**src/rtl/dmem_arbiter.sv**
```systemverilog
// rtl/dmem_arbiter.sv - round-robin two-port arbiter, checker and load formatter in front of DMEM
module dmem_arbiter #(
    parameter int DMEM_SIZE = 1024
) (
    input  logic        clk,
    input  logic        rst_n,
    input  logic        m0_req,
    input  logic        m0_we,
    input  logic [2:0]  m0_type,
    input  logic [31:0] m0_addr,
    input  logic [31:0] m0_wdata,
    output logic        m0_gnt,
    output logic        m0_rvalid,
    output logic [31:0] m0_rdata,
    output logic        m0_err,
    input  logic        m1_req,
    input  logic        m1_we,
    input  logic [2:0]  m1_type,
    input  logic [31:0] m1_addr,
    input  logic [31:0] m1_wdata,
    output logic        m1_gnt,
    output logic        m1_rvalid,
    output logic [31:0] m1_rdata,
    output logic        m1_err,
    output logic        mem_we,
    output logic [2:0]  mem_type,
    output logic [31:0] mem_addr,
    output logic [31:0] mem_wdata,
    input  logic [31:0] mem_rdata
);
    localparam logic S_IDLE = 1'b0;
    localparam logic S_BUSY = 1'b1;
    localparam logic [32:0] MEM_LIMIT = 33'(DMEM_SIZE);

    logic        state;
    logic        last_grant;
    logic        cmd_we;
    logic        cmd_owner;
    logic        cmd_err;
    logic [2:0]  cmd_type;

    logic        any_req;
    logic        winner;
    logic        sel_we;
    logic [2:0]  sel_type;
    logic [31:0] sel_addr;
    logic [31:0] sel_wdata;
    logic [2:0]  sel_size;
    logic        sel_misalign;
    logic        sel_reserved;
    logic [32:0] sel_end;
    logic        sel_err;
    logic [31:0] load_fmt;
    logic [31:0] resp_data;

    // With both requesting, the port that did not win last time goes next.
    assign any_req = m0_req | m1_req;
    assign winner  = (m0_req & m1_req) ? ~last_grant : m1_req;
    assign m0_gnt  = (state == S_IDLE) & any_req & ~winner;
    assign m1_gnt  = (state == S_IDLE) & any_req & winner;

    assign sel_we    = winner ? m1_we    : m0_we;
    assign sel_type  = winner ? m1_type  : m0_type;
    assign sel_addr  = winner ? m1_addr  : m0_addr;
    assign sel_wdata = winner ? m1_wdata : m0_wdata;

    always_comb begin
        sel_size     = 3'd1;
        sel_misalign = 1'b0;
        sel_reserved = 1'b0;
        case (sel_type)
            3'b000, 3'b100: sel_size = 3'd1;
            3'b001, 3'b101: begin
                sel_size     = 3'd2;
                sel_misalign = sel_addr[0];
            end
            3'b010: begin
                sel_size     = 3'd4;
                sel_misalign = |sel_addr[1:0];
            end
            default: sel_reserved = 1'b1;
        endcase
    end

    // 33-bit sum so addresses near 2^32 cannot wrap past the range check.
    assign sel_end = {1'b0, sel_addr} + {30'd0, sel_size};
    assign sel_err = sel_reserved | sel_misalign | (sel_end > MEM_LIMIT);

    always_comb begin
        load_fmt = mem_rdata;
        case (cmd_type)
            3'b000:  load_fmt = {{24{mem_rdata[7]}}, mem_rdata[7:0]};
            3'b001:  load_fmt = {{16{mem_rdata[15]}}, mem_rdata[15:0]};
            3'b100:  load_fmt = {24'd0, mem_rdata[7:0]};
            3'b101:  load_fmt = {16'd0, mem_rdata[15:0]};
            default: load_fmt = mem_rdata;
        endcase
    end

    assign resp_data = (cmd_we | cmd_err) ? 32'd0 : load_fmt;

    always_ff @(posedge clk or negedge rst_n) begin
        if (!rst_n) begin
            state      <= S_IDLE;
            last_grant <= 1'b1;
            cmd_we     <= 1'b0;
            cmd_owner  <= 1'b0;
            cmd_err    <= 1'b0;
            cmd_type   <= 3'd0;
            mem_we     <= 1'b0;
            mem_type   <= 3'd0;
            mem_addr   <= 32'd0;
            mem_wdata  <= 32'd0;
            m0_rvalid  <= 1'b0;
            m0_err     <= 1'b0;
            m0_rdata   <= 32'd0;
            m1_rvalid  <= 1'b0;
            m1_err     <= 1'b0;
            m1_rdata   <= 32'd0;
        end else begin
            m0_rvalid <= 1'b0;
            m1_rvalid <= 1'b0;
            m0_err    <= 1'b0;
            m1_err    <= 1'b0;
            case (state)
                S_IDLE: begin
                    mem_we <= 1'b0;
                    if (any_req) begin
                        cmd_we     <= sel_we;
                        cmd_type   <= sel_type;
                        cmd_owner  <= winner;
                        cmd_err    <= sel_err;
                        mem_addr   <= sel_addr;
                        mem_wdata  <= sel_wdata;
                        mem_type   <= {1'b0, sel_type[1:0]};
                        mem_we     <= sel_we & ~sel_err;
                        last_grant <= winner;
                        state      <= S_BUSY;
                    end
                end
                default: begin
                    mem_we <= 1'b0;
                    state  <= S_IDLE;
                    if (cmd_owner) begin
                        m1_rvalid <= 1'b1;
                        m1_err    <= cmd_err;
                        m1_rdata  <= resp_data;
                    end else begin
                        m0_rvalid <= 1'b1;
                        m0_err    <= cmd_err;
                        m0_rdata  <= resp_data;
                    end
                end
            endcase
        end
    end
endmodule

```
**config.mk**
```make
export PLATFORM = sky130hd
export DESIGN_NAME = dmem_arbiter
export DESIGN_NICKNAME = d
export VERILOG_FILES = /design/src/rtl/dmem_arbiter.sv
export SDC_FILE = /design/constraint.sdc
export NUM_CORES = 1
export LEC_CHECK = 0
export ABC_AREA = 1
export CORE_MARGIN = 1
export CORE_UTILIZATION = 38
export CTS_CLUSTER_DIAMETER = 100
export DETAILED_ROUTE_END_ITERATION = 8
export PLACE_DENSITY = 0.84
export SKIP_LAST_GASP = 1
export SYNTH_ARGS = -nofsm -noshare
export SYNTH_HDL_FRONTEND = slang
export SYNTH_SLANG_ARGS = --single-unit
```
**constraint.sdc**
```tcl
create_clock -name clk -period 3.83 [get_ports clk]
set_clock_uncertainty 0.15 [all_clocks]
set_input_delay 1.149 -clock clk [delete_from_list [all_inputs] [get_ports clk]]
set_output_delay 1.149 -clock clk [all_outputs]
set_load 0.02 [all_outputs]
```
Word-level counts from Yosys, hierarchy flattened
Index checks and enable logic that the tools add are counted.
{ "classes": {"n_addsub": 1, "order_cmp": 1, "eq_ne": 7, "mux": 22, "bitwise_logic": 14, "reduce_logical": 8} }
{ "ops": {"columns": ["operator", "count"], "rows": [
  ["$pmux W32 S4", 1],
  ["$mux W32", 3],
  ["$add A32 B3 Y33", 1],
  ["$gt A33 B11 Y1 const B", 1],
  ["$mux W1", 15],
  ["$eq A3 B3 Y1 const B", 4],
  ["$eq A3 B1 Y1 const B", 2],
  ["$logic_not A3 Y1", 2],
  ["$pmux W3 S2", 1],
  ["$reduce_and A2 Y1", 3],
  ["$and A1 B1 Y1", 5],
  ["$not A1 Y1", 5],
  ["$reduce_or A5 Y1", 1],
  ["$or A1 B1 Y1", 4],
  ["$reduce_or A2 Y1", 2],
  ["$eq A3 B2 Y1 const B", 1],
  ["$mux W3", 1],
  ["$pmux W1 S2", 1]
]} }
{ "word_totals": {"ff_bits": 143, "output_inout_bits": 138, "wordCells": 69} }

Logic depth before layout (Yosys ltp)
{ "depth": {"word_depth": 13, "ltp_mapped": 27} }

Least setup slack after synthesis
Ideal clock, no wire load.
{ "synth_path": {"path_type": "in2reg", "from": "input m0_req", "to": "register cmd_err", "setup_time_ns": 0.121, "arrival_ns": 3.936, "t_required_ns": 3.559, "setup_slack_ns": -0.377, "path_stages": 25, "path_cell_list": "nand2_2 nand2_2 buf_6 buf_2 nand2_1 o21ai_1 inv_1 nor2_1 or2_2 inv_1 ha_1 fa_1 or2_2 a21oi_1 nand2_1 nor2_1 nand2_1 nor2_1 nand2_1 nand2_1 nand2_1 nor2_1 nand3_1 o21bai_1 nand2_1"} }
{ "synth_via": {"elab_chain_cells": 9} }
{ "synth_rtl": {"columns": ["item", "line_no", "text"], "rows": [
  ["start, declared", "7", "input logic m0_req,"],
  ["$and A1 B1 Y1", "58", "assign winner = (m0_req & m1_req) ? ~last_grant : m1_req;"],
  ["$mux W1", "58", null],
  ["$mux W3", "63", "assign sel_type = winner ? m1_type : m0_type;"],
  ["$eq A3 B1 Y1 / $eq A3 B3 Y1 (equally long branches)", "71", "case (sel_type)"],
  ["$reduce_or A2 Y1", "71", null],
  ["$pmux W3 S2", "71", null],
  ["$add A32 B3 Y33", "86", "assign sel_end = {1'b0, sel_addr} + {30'd0, sel_size};"],
  ["$gt A33 B11 Y1", "87", "assign sel_err = sel_reserved | sel_misalign | (sel_end > MEM_LIMIT);"],
  ["$or A1 B1 Y1", "87", null],
  ["end signal, assigned", "132", "cmd_err <= sel_err;"],
  ["end, declared", "39", "logic cmd_err;"]
]} }
Parallel ways exist; a longest one is shown, timed or not.
A chain may end at the register's enable or synchronous reset.

Final worst setup path
Ends and elaborated chain as after synthesis.

==> metrics.md <==
| Metric | Value |
|---|---|
| Slew Limit Fails | 0 |
| Post-Layout Cell Count | 1,750 |
| Placed Cells | 1,715 |
| Reg area | 3530 sq um |
| Area growth from synthesis to layout | 62.02% |
| Slowest CP cell | fa_2 |
| Drt pass-1 iters | 5 |
| Die Wd | 143.5 microns |
| Final worst-path cycle share | 0.9671 |
| I/O Buffers | 308 |
| Die Span Y | 143.5 microns |
| Initial antenna violation count | 0 |
| Num CTS Buffers | 17 |
| CP max FO | 5 |
| Post-synthesis sequential area ratio | 0.4640 |
| Num rows | 51 |
| Wire per inst | 14.83 microns |
| Vias | 8,413 |
| Crit path top cell by count | nand2_1 |
| I/O pin cnt | 310 |
| Clk buf depth | 2 |
| Vias in the first global route | 8,031 |
| FF+latch count, synth | 141 |
| Post-Synthesis Cell Area | 7607 sq um |
| CTS tree | done |
| Initial DRC count | 515 |
| Least-Margin Pin Slew | 1.179 ns |
| Slew HR | 0.2094 |
| Clk root buf | clkbuf_16 |
| Final setup vio count | 0 |
| Worst-path clk slew | 0.07 ns |
| Final ANT Viol Nets | 0 |
| Power Density | 495.9 nW/um^2 |
| RSZ-0062 raised after global routing | true |
| Syn Area/Cell | 6.928 sq um |
| Run status | completed |
| CP Launch Type | input pin |
| Overflow after GRT | 0 |
| # diodes | 0 |
| Post-Syn Nets | 1,274 |
| Count leader, synth | nand2_1 |
| Final hold violations | 0 |
| Crit. End Element | register |
| Cell count after synthesis | 1,098 |
| DRC | 0 |
| First-pass GRT wire length | 40,080 microns |
| Share of synthesized registers carrying an async set or reset | 1.000 |
| Clk Latency, worst-skew pair | 0.42 ns |
| Max Cap Viol | 0 |
| Area occupied by multi-input gates | 3681 sq um |
| Number of library cell types mapped by synthesis | 34 |
| Fillers | 1,688 |
| CP Class | input pin to register |
| Final min period | 3.704 ns |
| Nets | 1,649 |
| Share of layout cells above drive strength 1 | 0.1226 |
| Total power | 6112 uW |
| Core box area | 19,530 sq um |
| CTS H-Tree Depth | 4 |
| Yosys top cell area share | 0.4605 |
| Fmax | 0.2700 GHz |
| Most frequent cells after synthesis | 488 x nand2_1, 140 x dfrtp_1, 85 x inv_1, 82 x o21ai_0, 80 x nand3_1 |
| Starting density of the core | 0.3896 |
| Vias per Instance | 4.807 |
| Min-delay worst type | register to register |
| Setup TNS | 0 ns |
| RD Place Congestion | 0.9261 |
| Hpwl dp | 19,830 microns |
| Synth area leaders | dfrtp_1 46%, nand2_1 24%, o21ai_0 5.4% |
| Die area | 20,590 sq um |
| Total GRT Usage | 0.2510 |
| Req. time, crit path | 3.98 ns |
| Crit-path cells | buf_6 > nand2_8 > nand2_8 > o21ai_4 > buf_6 > nor2_4 > or2_4 > inv_4 > ha_4 > fa_2 > or2_4 > a21oi_2 > nand2_1 > nor2_2 > nand2_1 > nor2_1 > nand2_1 > nand2_1 > nand2_2 > nor2_2 > nand3_2 > o21bai_1 > nand2_1 |
| Leak | 0.005986 uW |
| Peak supply drop | 0.0002855 V |
| Num Clock Sinks | 141 |
| Largest net degree at the start of global routing | 105 |
| CP max stage delay | 0.41 ns |
| Post-synth top area cell | dfrtp_1 |
| EDFF count, synth | 0 |
| WL final | 25,950 microns |
| Arr. time, crit path | 3.86 ns |
| Ys Warns | 0 |
| Dominant synthesized flop cell | dfrtp_1 |
## cell type report
cell class | count | area share
well taps | 265 | 0.02690
repair buffers | 405 | 0.3119
flip-flops and latches | 141 | 0.2864
inverters | 91 | 0.02792
multi-input cells | 817 | 0.2986
clock inverters | 13 | 0.01259
clock buffers | 18 | 0.03563
## flip-flops by register name, summed over array words and instances (netlist names), 3 cells and up
name       flops
m0_rdata      32
m1_rdata      32
cmd_type       3
mem_wdata     32
mem_addr      32
## logic make-up after synthesis
kind of cell,count (synthesis),synth area share
other cells,1,0.0004929
buf+inv,141,0.07632
simple gates,685,0.3660
flops,141,0.4640
xor+xnor,3,0.003455
compound gates,123,0.08224
fa+ha+maj,4,0.007566
## report_power, final
group	internal [uW]	leakage, uW	switching, uW	total, uW
clock	991	0.000283	697	1690
sequential	1830	0.00179	200	2030
combinational	1100	0.00391	1290	2400
total	3920	0.00599	2190	6110
## placed cells by master, fill, tap and decap left out, types with 13 or more instances in the layout
cell type	Yosys	final
o21ai_0	82	81
clkbuf_16	0	17
nor2_1	78	72
nor2_2	10	13
inv_1	85	80
buf_4	5	95
o21ai_1	16	13
dfrtp_1	140	140
nand2_1	488	482
a21oi_1	20	18
clkdlybuf4s50_1	0	297
nand3_1	80	79
## metal layers
layer,up-vias,track usage,wire (microns)
met5,-,0,0
met4,0,0.1120,823
met3,53,0.04265,1521
met2,280,0.4249,12640
met1,3894,0.3134,10960
li1,4186,-,-
## stage by stage
step                setup slack, ns  cell area, sq um  hold WS, ns    util
detailed placement          -0.7672             11620       0.3139  0.5951
finish                       0.1261             12330       0.3280  0.6312
global route                -0.1293             12330       0.3519  0.6312
CTS                        0.002624             12290       0.3301  0.6292
global placement            -0.6678             11620       0.3123  0.5951
floorplan                  -0.06117              7715       0.3005       -
## final timing paths
kind                               from            to  slack, ns  depth (start not counted)
min in group asynchronous         rst_n  mem_wdata[7]       0.62                          1
min reg2reg                m1_rdata[28]  m1_rdata[28]       0.33                          2
max reg2reg                  last_grant       cmd_err       0.43                         23
min                        m1_rdata[28]  m1_rdata[28]       0.33                          2
max                              m0_req       cmd_err       0.13                         23
max in group asynchronous         rst_n  mem_addr[13]       2.15                          2
## timing repair
action,CTS,global route
gates resized for setup,16,24
setup endpoints to repair,3,3
hold endpoints to repair,0,0
buffers inserted,2,2
pin swaps,10,14
hold buffers,0,0
gates cloned,1,0
## worst max-delay path: cells and delay by family
| kind | cells | cell delay (ns) |
|---|---|---|
| AO/OA/AOI/OAI | 3 | 0.42 |
| AND/OR/NAND/NOR | 15 | 1.43 |
| buffers and inverters | 3 | 0.30 |
| adder cells (fa/ha/maj) | 2 | 0.55 |
Power figures use the tool's default switching activity.
